--- src/rtl/mem_port_arbiter.sv ---
// mem_port_arbiter: shares one memory port between fetch and load/store, routing in-order responses back.
// Define MEM_ARB_RR_EN for round-robin arbitration; otherwise LS has fixed priority.
module mem_port_arbiter #(
   parameter int DEPTH = 2
) (
   input  logic        clk,
   input  logic        rst_n,
   input  logic        if_req_valid,
   output logic        if_req_ready,
   input  logic [31:0] if_req_a,
   output logic        if_resp_valid,
   output logic [31:0] if_resp_data,
   input  logic        ls_req_valid,
   output logic        ls_req_ready,
   input  logic [31:0] ls_req_a,
   input  logic        ls_req_we,
   input  logic [3:0]  ls_req_be,
   input  logic [31:0] ls_req_d,
   output logic        ls_resp_valid,
   output logic [31:0] ls_resp_data,
   input  logic        flush,
   output logic        mem_req_valid,
   input  logic        mem_req_ready,
   output logic [31:0] mem_req_a,
   output logic        mem_req_we,
   output logic [3:0]  mem_req_be,
   output logic [31:0] mem_req_d,
   input  logic        mem_resp_valid,
   input  logic [31:0] mem_resp_data,
   output logic        mem_resp_ready
);
   localparam int AW = DEPTH > 1 ? $clog2(DEPTH) : 1;
   localparam int CW = $clog2(DEPTH + 1);
   localparam logic [AW-1:0] LAST = AW'(DEPTH - 1);
   localparam logic [CW-1:0] FULL = CW'(DEPTH);

   logic [DEPTH-1:0] src_q, src_d, drop_q, drop_d;
   logic [AW-1:0]    wr_q, wr_d, rd_q, rd_d;
   logic [CW-1:0]    cnt_q, cnt_d;
   logic             stall_q, stall_d, stall_src_q, stall_src_d, kill_q, kill_d;
   logic             can_issue, arb_ls, gnt_ls, fire, pop, head_src, head_drop;

`ifdef MEM_ARB_RR_EN
   logic rr_q, rr_d;
   assign arb_ls = ls_req_valid && (!if_req_valid || rr_q);
   assign rr_d   = fire ? !gnt_ls : rr_q;
`else
   assign arb_ls = ls_req_valid;
`endif

   // A stalled grant is held as long as its requester keeps asking
   assign gnt_ls    = (stall_q && (stall_src_q ? ls_req_valid : if_req_valid)) ? stall_src_q : arb_ls;
   assign can_issue = rst_n && cnt_q < FULL;
   assign fire      = mem_req_valid && mem_req_ready;
   assign pop       = mem_resp_valid && cnt_q != '0;
   assign head_src  = src_q[rd_q];
   assign head_drop = drop_q[rd_q] || flush;

   assign mem_req_valid  = can_issue && (if_req_valid || ls_req_valid);
   assign mem_req_a      = gnt_ls ? ls_req_a : if_req_a;
   assign mem_req_we     = gnt_ls && ls_req_we;
   assign mem_req_be     = gnt_ls ? ls_req_be : 4'hf;
   assign mem_req_d      = gnt_ls ? ls_req_d : '0;
   assign mem_resp_ready = 1'b1;
   assign if_req_ready   = fire && !gnt_ls;
   assign ls_req_ready   = fire && gnt_ls;
   assign if_resp_valid  = pop && !head_src && !head_drop;
   assign ls_resp_valid  = pop && head_src;
   assign if_resp_data   = if_resp_valid ? mem_resp_data : '0;
   assign ls_resp_data   = ls_resp_valid ? mem_resp_data : '0;

   always_comb begin
      src_d  = src_q;
      drop_d = drop_q | (flush ? ~src_q : '0);
      if (fire) begin
         src_d[wr_q]  = gnt_ls;
         drop_d[wr_q] = (flush || kill_q) && !gnt_ls;
      end
      wr_d        = fire ? (wr_q == LAST ? '0 : wr_q + 1'b1) : wr_q;
      rd_d        = pop ? (rd_q == LAST ? '0 : rd_q + 1'b1) : rd_q;
      cnt_d       = cnt_q + CW'(fire) - CW'(pop);
      stall_d     = mem_req_valid && !mem_req_ready;
      stall_src_d = gnt_ls;
      kill_d      = stall_d && !gnt_ls && (flush || kill_q);
   end

   always_ff @(posedge clk or negedge rst_n) begin
      if (!rst_n) begin
         src_q       <= '0;
         drop_q      <= '0;
         wr_q        <= '0;
         rd_q        <= '0;
         cnt_q       <= '0;
         stall_q     <= 1'b0;
         stall_src_q <= 1'b0;
         kill_q      <= 1'b0;
`ifdef MEM_ARB_RR_EN
         rr_q        <= 1'b1;
`endif
      end else begin
         src_q       <= src_d;
         drop_q      <= drop_d;
         wr_q        <= wr_d;
         rd_q        <= rd_d;
         cnt_q       <= cnt_d;
         stall_q     <= stall_d;
         stall_src_q <= stall_src_d;
         kill_q      <= kill_d;
`ifdef MEM_ARB_RR_EN
         rr_q        <= rr_d;
`endif
      end
   end

   a_resp_with_empty_fifo: assert property (@(posedge clk) disable iff (!rst_n)
      !(mem_resp_valid && cnt_q == '0));
endmodule

--- config.mk ---
export PLATFORM = sky130hd
export DESIGN_NAME = mem_port_arbiter
export DESIGN_NICKNAME = d
export VERILOG_FILES = /design/src/rtl/mem_port_arbiter.sv
export SDC_FILE = /design/constraint.sdc
export NUM_CORES = 1
export LEC_CHECK = 0
export CORE_AREA = 2 2 109 111
export CTS_BUF_LIST = sky130_fd_sc_hd__clkbuf_4
export DETAILED_ROUTE_END_ITERATION = 10
export DIE_AREA = 0 0 111 113
export SETUP_SLACK_MARGIN = 0.3
export SYNTH_ARGS = -nofsm -noshare
export SYNTH_HDL_FRONTEND = slang
export SYNTH_SLANG_ARGS = --single-unit
--- constraint.sdc ---
create_clock -name clk -period 5.15 [get_ports clk]
set_clock_uncertainty 0.05 [all_clocks]
set_input_delay 1.03 -clock clk [delete_from_list [all_inputs] [get_ports clk]]
set_output_delay 1.03 -clock clk [all_outputs]
set_load 0.05 [all_outputs]
==> After elaboration in Yosys (flattened, before gate mapping) <==
Index checks and enable logic that the tools add are counted.
{ "word_totals": {"out_inout_bits": 139, "ff_bits": 11, "latch_bits": 0, "rom_bits": 0, "in_bits": 140, "n_memories": 0, "ramBits": 0, "elab_cells": 61} }
{ "classes": {"reduce_logical": 24, "n_mux": 19, "order_cmp": 4, "n_div": 0, "shift": 0, "n_eq_ne": 0, "n_addsub": 4, "bitwise_logic": 2, "mul": 0} }
{ "op_table": {"columns": ["op", "n"], "rows": [
  ["$mux 32", 4],
  ["$logic_and 1x1->1", 16],
  ["$mux 1", 9],
  ["$bwmux 2", 2],
  ["$logic_not 1->1", 4],
  ["$lt 1x2->1 const B", 2],
  ["$mux 2", 2],
  ["$mux 4", 1],
  ["$logic_or 1x1->1", 3],
  ["$add 1x1->1 const B", 2],
  ["$add 2x1->2", 1],
  ["$lt 2x2->1 const B", 1],
  ["$not 2->2", 1],
  ["$or 2x2->2", 1],
  ["$reduce_bool 2->1", 1],
  ["$sub 2x1->2", 1],
  ["$demux 1 s1", 1],
  ["$ge 1x1->1 const B", 1]
]} }

==> Depth between registers and ports, before layout <==
Gate-level depths: netlist (run 1).
{ "logic_depth": {"word_depth": 7, "mapped_depth": 9, "depth_no_buf": 7} }

==> Worst setup path after synthesis (run 1) <==
Ideal clock, no wire load.
{ "synth_timing": {"kind": "in2out", "startpoint": "input mem_resp_valid", "endpoint": "output ls_resp_data[10]", "required_ns": 4.070, "arrival_ns": 2.524, "path_buffers": 1, "path_slack_ns": 1.546, "stages": 4, "cell_sequence": "o21ai_1 -> nor2_1 -> clkbuf_1 -> and2_1"} }
{ "synth_between": {"elab_chain_len": 3} }
{ "synth_lines": {"columns": ["element", "line", "source"], "rows": [
  ["start, declared", "28", "input logic mem_resp_valid,"],
  ["$logic_and 1x1->1", "55", "assign pop = mem_resp_valid && cnt_q != '0;"],
  ["$logic_and 1x1->1", "68", "assign ls_resp_valid = pop && head_src;"],
  ["net ls_resp_valid", "19", "output logic ls_resp_valid,"],
  ["$mux 32", "70", "assign ls_resp_data = ls_resp_valid ? mem_resp_data : '0;"],
  ["end, declared", "20", "output logic [31:0] ls_resp_data,"]
]} }
The timed path passes the listed nets, and every way through them passes these cells.

==> Worst setup path in the final report (run 1) <==
{ "layout_timing": {"startpoint": "input mem_resp_valid", "endpoint": "output if_resp_data[18]"} }
{ "layout_between": {"elab_chain_len": 4} }
{ "layout_lines": {"columns": ["element", "line", "source"], "rows": [
  ["$logic_and 1x1->1", "55", null],
  ["$logic_and 1x1->1 (2 in series)", "67", "assign if_resp_valid = pop && !head_src && !head_drop;"],
  ["$mux 32", "69", "assign if_resp_data = if_resp_valid ? mem_resp_data : '0;"],
  ["end, declared", "12", "output logic [31:0] if_resp_data,"]
]} }
No other way between the ends.

==> results of run 1 <==
## registers in the layout, indices dropped and copies added (netlist names)
signal,flops
cnt_q,2
drop_q,2
src_q,2
kill_q,1
rd_q,1
stall_q,1
stall_src_q,1
wr_q,1
## critical path: stages
cell and delay, ns:
clkdlybuf4s50_1 0.45, o21ai_1 0.15, nor4b_4 0.28, buf_4 0.30
and2_1 0.18, clkdlybuf4s50_1 0.80
## cell type report
type | instances | area, um^2
inverters | 6 | 22.5
flip-flops and latches | 11 | 275
clock buffers | 4 | 30.0
repair buffers | 281 | 2650
fillers | 1128 | 6850
well taps | 143 | 179
multi-input cells | 166 | 1270
## kinds of logic (layout without fill, tap and decap cells)
kind of cell,Yosys count,in the layout,synth area share
AO/OA/AOI/OAI,4,4,0.0129
AND/OR/NAND/NOR,117,117,0.460
flip-flops,11,11,0.166
buffers and inverters,24,291,0.0651
adder cells (fa/ha/maj),2,2,0.0151
multiplexers,38,38,0.257
XOR/XNOR,4,4,0.0212
other,1,1,0.00227
## per-stage QoR
step | utilization | area (um^2) | power (W)
finish | 0.393 | 4430 | 0.00120
global route | 0.393 | 4430 | 0.00126
CTS | 0.393 | 4430 | 0.00121
detailed placement | 0.390 | 4400 | 0.00114
global placement | 0.390 | 4400 | 0.00114
floorplan | - | 1650 | 0.000791
## routing by layer
layer  wire [um]  vias up  global-route usage
li1            -     1210                   -
met4         208        0              0.0375
met5           0        -                   0
met1        2990     1111               0.127
met2        5120      155               0.280
met3         785       10              0.0321
## cell usage after synthesis (all sizes together)
cell | n | area share
conb | 1 | 0.0023
buf | 6 | 0.023
and2 | 64 | 0.25
nand3b | 1 | 0.0045
nor2 | 5 | 0.011
and3b | 1 | 0.0053
mux2 | 33 | 0.23
nor3 | 2 | 0.0061
o22ai | 1 | 0.0038
dfrtp | 11 | 0.17
mux2i | 5 | 0.030
or3 | 4 | 0.015
nor2b | 1 | 0.0038
a21oi | 2 | 0.0061
o21ai | 1 | 0.0030
inv | 6 | 0.014
nor4b | 2 | 0.020
xnor2 | 4 | 0.021
nand2b | 1 | 0.0083
ha | 2 | 0.015
clkbuf | 12 | 0.029
nand2 | 2 | 0.0061
or3b | 1 | 0.0053
and3 | 33 | 0.12
## report_power, final
part | total [W] | internal [W] | switching (W)
combinational | 0.000987 | 0.000381 | 0.000607
clock | 0.0000644 | 0.0000353 | 0.0000292
sequential | 0.000148 | 0.000121 | 0.0000265
## worst min path at each step
stage | from | endpoint | slack (ns)
3_5_place_dp | cnt_q[1] | cnt_q[1] | 0.44
5_1_grt | wr_q | wr_q | 0.48
3_3_place_gp | cnt_q[1] | cnt_q[1] | 0.44
4_1_cts | cnt_q[1] | cnt_q[1] | 0.45
2_1_floorplan | cnt_q[1] | cnt_q[1] | 0.42
6_report | cnt_q[1] | cnt_q[1] | 0.46
==> summary.txt, run 1 <==
Status
  • Status: complete, no violations

Clock tree
  • CTS tree: yes
  • Post-CTS setup buffer count: 0
  • # resized after CTS: 0
  • Num CTS Buffers: 3
  • CTS Root Cell: clkbuf_4
  • TritonCTS Sinks: 11
  • Hold bufs inserted after CTS: 0
  • CTS Buffer Depth: 2
  • Clk_lat worst skew: between 0.2 and 0.3 ns
  • CTS H-tree lvls: 1
  • Worst-path clk slew: about 0.070 ns

Setup path
  • CP Capture Type: primary output
  • Critical path startpoint: mem_resp_valid
  • CP Class: in -> out
  • Critical Path RT: roughly 4.1 ns
  • Critical Path AT: approximately 3.2 ns
  • Setup slack, reg-to-reg: slightly above 3 ns
  • Critical Path End: if_resp_data[18]
  • Reg-to-Reg End: cnt_q[1]
  • FF-to-FF path depth: 7
  • Critical path fanouts, max: 33
  • Crit Reg-Reg Startpoint: cnt_q[1]
  • CP Launch Type: primary input

Timing
  • Setup TNS: 0 ns
  • Min Tclk post-route: roughly 4.3 ns
  • Final Cycle Share: 0.833
  • Hold Slack: about 0.46 ns
  • PnR worst setup slack: ~0.86 ns
  • Hold violation total from the final report: 0
  • Max_slew headroom: 0.485
  • Worst-Margin Slew: ~0.77 ns
  • Final setup viols: 0
  • RSZ-0062 raised after global routing: false
  • Slew Viols, Final: 0
  • Max Freq: between 200 and 250 MHz

Placed design
  • Pre-CTS setup slack: ~0.83 ns
  • Final HPWL DP: approximately 8100 um
  • Cells after DPL: roughly 610
  • Gpl congestion: 0.834
  • Number of I/O port buffers: ~280

Yosys
  • Yosys warns: 0
  • Post-Syn Area per Cell: around 8.2 um^2
  • Area of the mapped netlist: about 1700 um^2
  • Cells after Synth: 201
  • Register area share after synthesis: 0.166
  • Count of cell types in the netlist: 30
  • Yosys reg bits: 11
  • Syn_nets: around 340

Floorplan
  • Row cnt: 39
  • Initial Util: 0.147
  • Core area: about 11000 um^2
  • IO Pins: about 280
  • Die ar.: around 13000 um^2
  • Die width: 111 um
  • Chip Height: around 110 um

Cells and area
  • Final nets: between 600 and 700
  • Leading cell types in the layout, fill and taps excluded: clkdlybuf4s50_1 (210), buf_4 (70), and2_1 (54)
  • Leading cell type in the layout, fill and taps excluded: clkdlybuf4s50_1
  • Area growth from synthesis to layout: 168%
  • Non-filler cells in the finished layout: 611
  • Fraction of layout instances using a drive strength above 1: 0.261
  • N_diodes: 0

Drt
  • WL per Instance: approximately 15 um
  • Routed wire length: 9110 um
  • Via density: about 4.1
  • Vias: approximately 2500
  • DRC: 0
  • Detailed Routing Iterations Pass 1: 4
  • Antenna-violating nets left: 0
  • Initial DRC count: 47

Power
  • Lkg Pwr: about 1.9 nW
  • Maximum vdd ir drop: approximately 0.19 mV
  • Power density over cell area: roughly 270 nW/um^2

Global routing
  • GR Util All Layers: 0.133
  • Vias in the first global route: approximately 2600
  • Initial antenna violation count: 0
  • Largest net degree at the start of global routing: 37
  • Global-route wire length before repair: 13500 um
  • Gr ovfl total: 0

Flow run
  • Max Cap Viol: 0

Hold path
  • Hold path cells: 1
  • Min-Delay Path Class: reg -> reg
Power figures use the tool's default switching activity.
==> run 2: changes to the inputs <==
==> constraint.sdc (replaced) <==
create_clock -name clk -period 3.9 [get_ports clk]
set_clock_uncertainty 0.05 [all_clocks]
set_input_delay 0.78 -clock clk [delete_from_list [all_inputs] [get_ports clk]]
set_output_delay 0.78 -clock clk [all_outputs]
set_load 0.05 [all_outputs]
==> summary.txt, run 2 (synthesis gave the netlist of run 1 again) <==
Cells and area
  • Area growth from synthesis to layout: 209% (was 168%)
  • Fraction of layout instances using a drive strength above 1: 0.415 (was 0.261)
  • Final nets: 613 (was 611)
  • Fin util: 0.453 (was 0.393)
  • Leading cell types in the layout, fill and taps excluded: clkdlybuf4s50_1 (139), buf_4 (75), buf_12 (69) (was clkdlybuf4s50_1 (210), buf_4 (70), and2_1 (54))
  • Non-filler cells in the finished layout: 613 (was 611)
  • Leading cell type in the layout, fill and taps excluded: clkdlybuf4s50_1 (unchanged)
  • Filler cells: 1077 (was 1128)
  • N_diodes: 0 (unchanged)
  • Biggest registers after layout: cnt_q: 2 flops, drop_q: 2 flops, src_q: 2 flops (unchanged)

Setup path
  • Setup slack, reg-to-reg: 1.86 ns (was 3.11 ns)
  • Critical path startpoint: if_req_valid (was mem_resp_valid)
  • CP Capture Type: primary output (unchanged)
  • Reg-to-Reg End: cnt_q[1] (unchanged)
  • Critical Path End: mem_req_a[8] (was if_resp_data[18])
  • FF-to-FF path depth: 7 (unchanged)
  • CP Class: in -> out (unchanged)
  • Critical path fanouts, max: 36 (was 33)
  • Critical Path RT: 3.07 ns (was 4.07 ns)
  • CP Launch Type: primary input (unchanged)
  • Crit Reg-Reg Startpoint: cnt_q[1] (unchanged)
  • Critical Path AT: 2.50 ns (was 3.21 ns)

Drt
  • Detailed Routing Iterations Pass 1: 4 (unchanged)
  • Via density: 4.11 (was 4.07)
  • DRC: 0 (unchanged)
  • WL per Instance: 15.4 um (was 14.9 um)
  • Antenna-violating nets left: 0 (unchanged)
  • Vias: 2517 (was 2486)
  • Routed wire length: 9450 um (was 9110 um)
  • Initial DRC count: 45 (was 47)

Floorplan
  • Row cnt: 39 (unchanged)
  • IO Pins: 279 (unchanged)
  • Core area: 11300 um^2 (unchanged)
  • Die width: 111 um (unchanged)
  • Chip Height: 113 um (unchanged)
  • Die ar.: 12500 um^2 (unchanged)
  • Initial Util: 0.147 (unchanged)

Timing
  • Setup TNS: 0 ns (unchanged)
  • Final Cycle Share: 0.855
  • Worst-Margin Slew: 0.595 ns (was 0.770 ns)
  • Max_slew headroom: 0.598 (was 0.485)
  • Slew Viols, Final: 0 (unchanged)
  • PnR worst setup slack: 0.565 ns (was 0.862 ns)
  • Max Freq: 300 MHz
  • RSZ-0062 raised after global routing: false (unchanged)
  • Hold violation total from the final report: 0 (unchanged)
  • Min Tclk post-route: ~3.3 ns
  • Hold Slack: 0.469 ns (was 0.456 ns)
  • Final setup viols: 0 (unchanged)

Placed design
  • Gpl congestion: 0.806 (was 0.834)
  • Number of I/O port buffers: 277 (unchanged)
  • Cells after DPL: 609 (was 607)
  • Final HPWL DP: 8310 um (was 8120 um)
  • Pre-CTS setup slack: 0.543 ns (was 0.835 ns)

Clock tree
  • Hold bufs inserted after CTS: 0 (unchanged)
  • CTS Buffer Depth: 2 (unchanged)
  • Num CTS Buffers: 3 (unchanged)
  • TritonCTS Sinks: 11 (unchanged)
  • Worst-path clk slew: 0.07 ns (about the same)
  • # resized after CTS: 0 (unchanged)
  • CTS Root Cell: clkbuf_4 (unchanged)
  • Post-CTS setup buffer count: 0 (unchanged)
  • Clk_lat worst skew: 0.27 ns (about the same)
  • CTS tree: yes (unchanged)
  • CTS H-tree lvls: 1 (unchanged)

Status
  • Status: complete, no violations (unchanged)

Global routing
  • Vias in the first global route: 2549 (was 2611)
  • Gr ovfl total: 0 (unchanged)
  • GR Util All Layers: 0.139 (was 0.133)
  • Largest net degree at the start of global routing: 37 (unchanged)
  • Initial antenna violation count: 0 (unchanged)
  • Global-route wire length before repair: 13900 um (was 13500 um)

Power
  • Power density over cell area: 368 nW/um^2 (was 271 nW/um^2)
  • Maximum vdd ir drop: 0.289 mV (was 0.185 mV)
  • Lkg Pwr: 2.27 nW (was 1.94 nW)

Hold path
  • Hold path cells: 1 (unchanged)
  • Worst Min Path Start: wr_q (was cnt_q[1])
  • Min-Delay Path Class: reg -> reg (unchanged)

Flow run
  • Max Cap Viol: 0 (unchanged)
[run 2: how the worst min path moves through the flow]
stage               end  slack, ns
4_1_cts            wr_q       0.46
2_1_floorplan  cnt_q[1]       0.42
6_report           wr_q       0.47
3_5_place_dp       wr_q       0.45
5_1_grt            wr_q       0.49
3_3_place_gp   cnt_q[1]       0.43
[run 2: power by group]
| group | internal [W] | total, W | switching, W |
|---|---|---|---|
| clock | 0.0000380 | 0.0000770 | 0.0000390 |
| sequential | 0.000160 | 0.000194 | 0.0000339 |
| combinational | 0.000743 | 0.00161 | 0.000869 |
| total | 0.000941 | 0.00188 | 0.000942 |
[run 2: per-stage QoR]
step / total power, W / cell area (um^2)
2_1_floorplan: 0.00105 / 1650
3_3_place_gp: 0.00181 / 5080
3_5_place_dp: 0.00183 / 5080
4_1_cts: 0.00191 / 5110
5_1_grt: 0.00197 / 5110
6_report: 0.00188 / 5110
[run 2: critical path, cell delays in order]
cell             delay [ns]
clkdlybuf4s50_1        0.50
nand3b_1               0.12
nand2_2                0.08
buf_4                  0.38
mux2_2                 0.41
buf_4                  0.20
[run 2: area by class of cell]
class                           count  area, um^2  share of cell area
Clock buffer                        3        22.5             0.00441
Clock inverter                      1        5.00            0.000979
Inverter                            6        22.5             0.00441
Multi-Input combinational cell    166        1270               0.249
Sequential cell                    11         275              0.0539
Tap cell                          143         179              0.0350
Timing Repair Buffer              283        3340               0.653
[run 2: per-layer routing]
| layer | track usage | up-vias | wire length, um |
|---|---|---|---|
| li1 | - | 1213 | - |
| met1 | 0.148 | 1142 | 3330 |
| met2 | 0.286 | 157 | 5350 |
| met3 | 0.0257 | 5 | 703 |
| met4 | 0.0192 | 0 | 63 |
| met5 | 0 | - | 0 |
==> RTL edit 1: new RTL, settings of run 1 <==
`DEPTH`: 2 -> 4.
--- a/src/rtl/mem_port_arbiter.sv
+++ b/src/rtl/mem_port_arbiter.sv
@@ -1,7 +1,7 @@
 // mem_port_arbiter: shares one memory port between fetch and load/store, routing in-order responses back.
 // Define MEM_ARB_RR_EN for round-robin arbitration; otherwise LS has fixed priority.
 module mem_port_arbiter #(
-   parameter int DEPTH = 2
+   parameter int DEPTH = 4
 ) (
    input  logic        clk,
    input  logic        rst_n,
Check against the original RTL: not equivalent (a bounded check fails within 4 cycles, from zero or initial values and one cycle with rst_n low).
==> RTL edit 1 against run 1 <==
Combinational power grew 19%; critical path depth fell by 2; global-route usage rose by 0.33 points; synthesized area up 25%; sequential cell count rose by 7; setup slack got worse by 49 ps; design area is 9.4% higher; power is 24% higher; wire length is 1.6% higher; critical path type unchanged; largest power group unchanged.
==> RTL edit 1: results (changes against run 1) <==
[yosys]
synth.area.top_cells = dfrtp_1, mux2_2, and2_1  ; was mux2_2, and2_1, dfrtp_1
ys_types = 33  ; was 30
synth_common_cells = and2_1, mux2_2, and3_1, dfrtp_1  ; was and2_1, and3_1, mux2_2, dfrtp_1

[layout]
fill_cells = 1122  ; was 1128
multiInputGateArea_um2 = 1470  ; was 1270 um^2
sh_seq_area_pct = 9.30  ; was 6.22%
clkbuf_count = 3  ; was 4
final_layout_size_suffix_gt1_share_pct = 25.1  ; was 26.1%
clk_share_pct = 0.465  ; was 0.679%
seq_area_um2 = 450  ; was 275 um^2
buffers = 282  ; was 281
fin_nets = 651  ; was 611
inverters_excl_clock = 13  ; was 6
nMultiInputCombCells = 185  ; was 166

[routing]
wl_per_cell_um = 14.4  ; was 14.9 um
via_per_inst = 4.16  ; was 4.07

[pwr]
switching_share_pct = 53.4  ; was 55.2%
intPower_w = 0.000693  ; was 0.000537 W
p_leak_nw = 2.21  ; was 1.94 nW

[worst_hold_path]
min_from = cnt_q[2]  ; was cnt_q[1]

[status]
status = completed  ; unchanged

[global_routing]
grt.total_usage_pct = 13.7  ; was 13.3%
grt_pass1_vias = 2736  ; was 2611

[sta]
hold_slack_ps = 456  ; about the same

[place]
place_inst = 641  ; was 607
routabilityCongestion = 0.864  ; was 0.834
placed_cell_area_um2 = 4820  ; was 4400 um^2

[clock_network]
clkLatencyLatePin_ps = 290  ; was 270 ps

[setup_path]
arrival_ps = 3260  ; was 3210 ps
r2r-end = cnt_q[2]  ; was cnt_q[1]

==> RTL edit 1: logic make-up (layout without fill, tap and decap cells) <==
logic type,after synthesis,after routing,synth area share [%]
AOI/OAI and AO/OA,5,5,1.27
xor gates and xnor gates,2,2,0.848
adders and majority gates,8,8,5.21
buffers and inverters,30,298,6.90
DFF,18,18,21.8
muxes,46,46,25.8
other,1,1,0.181
and+or+nand+nor,123,123,38.0
==> RTL edit 1: how the worst max path moves through the flow <==
stage | startpoint | endpoint | slack, ps
after floorplan | if_req_valid | if_req_ready | 1670
after global placement | mem_resp_valid | ls_resp_data[18] | 860
after detailed placement | mem_resp_valid | ls_resp_data[26] | 790
after CTS | mem_resp_valid | ls_resp_data[26] | 790
after global routing | mem_resp_valid | ls_resp_data[22] | 670
final | mem_resp_valid | ls_resp_data[26] | 810
==> RTL edit 1: per-layer routing <==
layer,vias to the layer above,GRT usage (%),wire [um]
met5,-,0,0
met2,167,27.1,4950
li1,1332,-,-
met4,0,3.08,133
met1,1173,13.5,3150
met3,8,4.93,1020
==> RTL edit 2: new RTL, config.mk and constraints of run 1 <==
Made on the original files. Reset style: synchronous (`rst_n`), changed in one clocked block.
--- a/src/rtl/mem_port_arbiter.sv
+++ b/src/rtl/mem_port_arbiter.sv
@@ -84,7 +84,7 @@
       kill_d      = stall_d && !gnt_ls && (flush || kill_q);
    end
 
-   always_ff @(posedge clk or negedge rst_n) begin
+   always_ff @(posedge clk) begin
       if (!rst_n) begin
          src_q       <= '0;
          drop_q      <= '0;
Behaviour: differs if rst_n is asserted again (counterexample within 4 cycles, from zero or initial values and one cycle with rst_n low); with rst_n held inactive, the same outputs for 10 cycles.
==> RTL edit 2 against run 1 <==
Synthesized area grew 0.91%; wire length grew 3.6%; power shrank 26%; setup slack lost 64 ps; cell count grew 2.8%; design area grew 10%; die area is the same; sequential cell count is the same; first-iteration DRC count grew to 3.1 times the old value; critical endpoint is now mem_req_a[18]; global-route usage grew 0.33 points; largest cell class unchanged.
==> RTL edit 2: results (changes against run 1) <==
[sta]
slew-limit-headroom_pct = 63.3  ; was 48.5%

[routing]
drt-met1-wl_um = 3260  ; was 2990 um
wl_per_cell_um = 15.0  ; was 14.9 um
via_per_inst = 4.10  ; was 4.07
dr.pass1.iters = 5  ; was 4
wl_met2_um = 4970  ; was 5120 um
wl_met3_um = 1110  ; was 785 um
drt_iter0_markers = 144  ; was 47

[layout]
fin_nets = 628  ; was 611
fill_cells = 1113  ; was 1128
final_layout_size_suffix_gt1_share_pct = 19.4  ; was 26.1%
top_regs = cnt_q (2), drop_q (2), src_q (2)  ; unchanged

[pwr]
vdd_drop_max_mv = 0.0850  ; was 0.185 mV
intPower_w = 0.000461  ; was 0.000537 W
p_leak_nw = 2.04  ; was 1.94 nW

[place]
hpwl_um = 8450  ; was 8120 um
place_ws_ps = 769  ; was 835 ps
placed_cell_area_um2 = 4860  ; was 4400 um^2
routabilityCongestion = 0.833  ; was 0.834

[yosys]
syn_nets = 359  ; was 343
async_reset_ff_share_pct = 0  ; was 100%
synth.area.top_cells = mux2_2, and2_1, dfxtp_1  ; was mux2_2, and2_1, dfrtp_1
synth-main-ff-cell = dfxtp_1  ; was dfrtp_1
ys_warn_count = 0  ; unchanged
ys_seq_area_share_pct = 13.2  ; was 16.6%
ys_types = 31  ; was 30

[global_routing]
grt_pass1_wl_um = 13700  ; was 13500 um
grt_pass1_vias = 2511  ; was 2611
grt_max_degree = 34  ; was 37

[setup_path]
crit_path_max_fanout = 24  ; was 33
slowest_delay_ps = 550  ; was 800 ps
arrival_ps = 3270  ; was 3210 ps

[status]
status = completed  ; unchanged

==> RTL edit 2: cell count changes in the layout (fill, tap and decap cells not counted), moves of 8 or more <==
| cell | before | now |
|---|---|---|
| buf_4 | 70 | 13 |
| buf_12 | 1 | 30 |
| clkdlybuf4s50_1 | 210 | 239 |
| dfrtp_1 | 11 | 0 |
| dfxtp_1 | 0 | 11 |
| nand2b_1 | 0 | 8 |
==> RTL edit 2: worst paths after layout <==
kind / startpoint / endpoint / slack (ps) / depth (start not counted)
min: src_q[1] / src_q[1] / 440 / 2
max: if_req_valid / mem_req_a[18] / 800 / 6
max reg2reg: cnt_q[1] / cnt_q[1] / 3220 / 7
min reg2reg: src_q[1] / src_q[1] / 440 / 2
==> RTL edit 2: logic make-up after synthesis <==
kind of cell             after synthesis  synth area share [%]
AO/OA/AOI/OAI                         13                  5.62
XOR/XNOR                               3                  1.57
adder cells (fa/ha/maj)                2                  1.50
buffers and inverters                 25                  6.45
flip-flops                            11                  13.2
multiplexers                          34                  23.1
other                                  1                 0.225
AND/OR/NAND/NOR                      128                  48.4
==> RTL edit 2: power groups by stage <==
stage / Combinational (W) / Clock (W) / Sequential, W
finish: 0.000710 / 0.0000678 / 0.000112
global route: 0.000739 / 0.0000744 / 0.000114
CTS: 0.000717 / 0.0000687 / 0.000113
detailed placement: 0.000715 / 0 / 0.000115
global placement: 0.000713 / 0 / 0.000114
floorplan: 0.000393 / 0 / 0.000112
==> RTL edit 2: per-stage QoR <==
stage,instances,utilization (%)
6_report,628,43.4
5_1_grt,628,43.4
4_1_cts,628,43.4
3_5_place_dp,624,43.1
3_3_place_gp,624,43.1
2_1_floorplan,217,-
==> RTL edit 2: critical path, delay by kind of cell <==
family | cells | cell delay (ps)
buffers and inverters | 3 | 920
AND/OR/NAND/NOR | 2 | 950
multiplexers | 1 | 360
==> RTL edit 2: metal layers <==
layer | global-route usage [%] | vias to the layer above
li1 | - | 1266
met1 | 13.9 | 1115
met3 | 5.68 | 12
met2 | 26.2 | 184
met4 | 2.75 | 0
met5 | 0 | -
==> RTL edit 2: final cells by class <==
| class | count | area [um^2] | area share, % |
|---|---|---|---|
| sequential | 11 | 220 | 4.51 |
| tap | 143 | 179 | 3.66 |
| inverter | 7 | 26.3 | 0.538 |
| timing repair buffer | 282 | 3090 | 63.2 |
| clock buffer | 4 | 30.0 | 0.614 |
| multi-input combinational | 181 | 1340 | 27.4 |
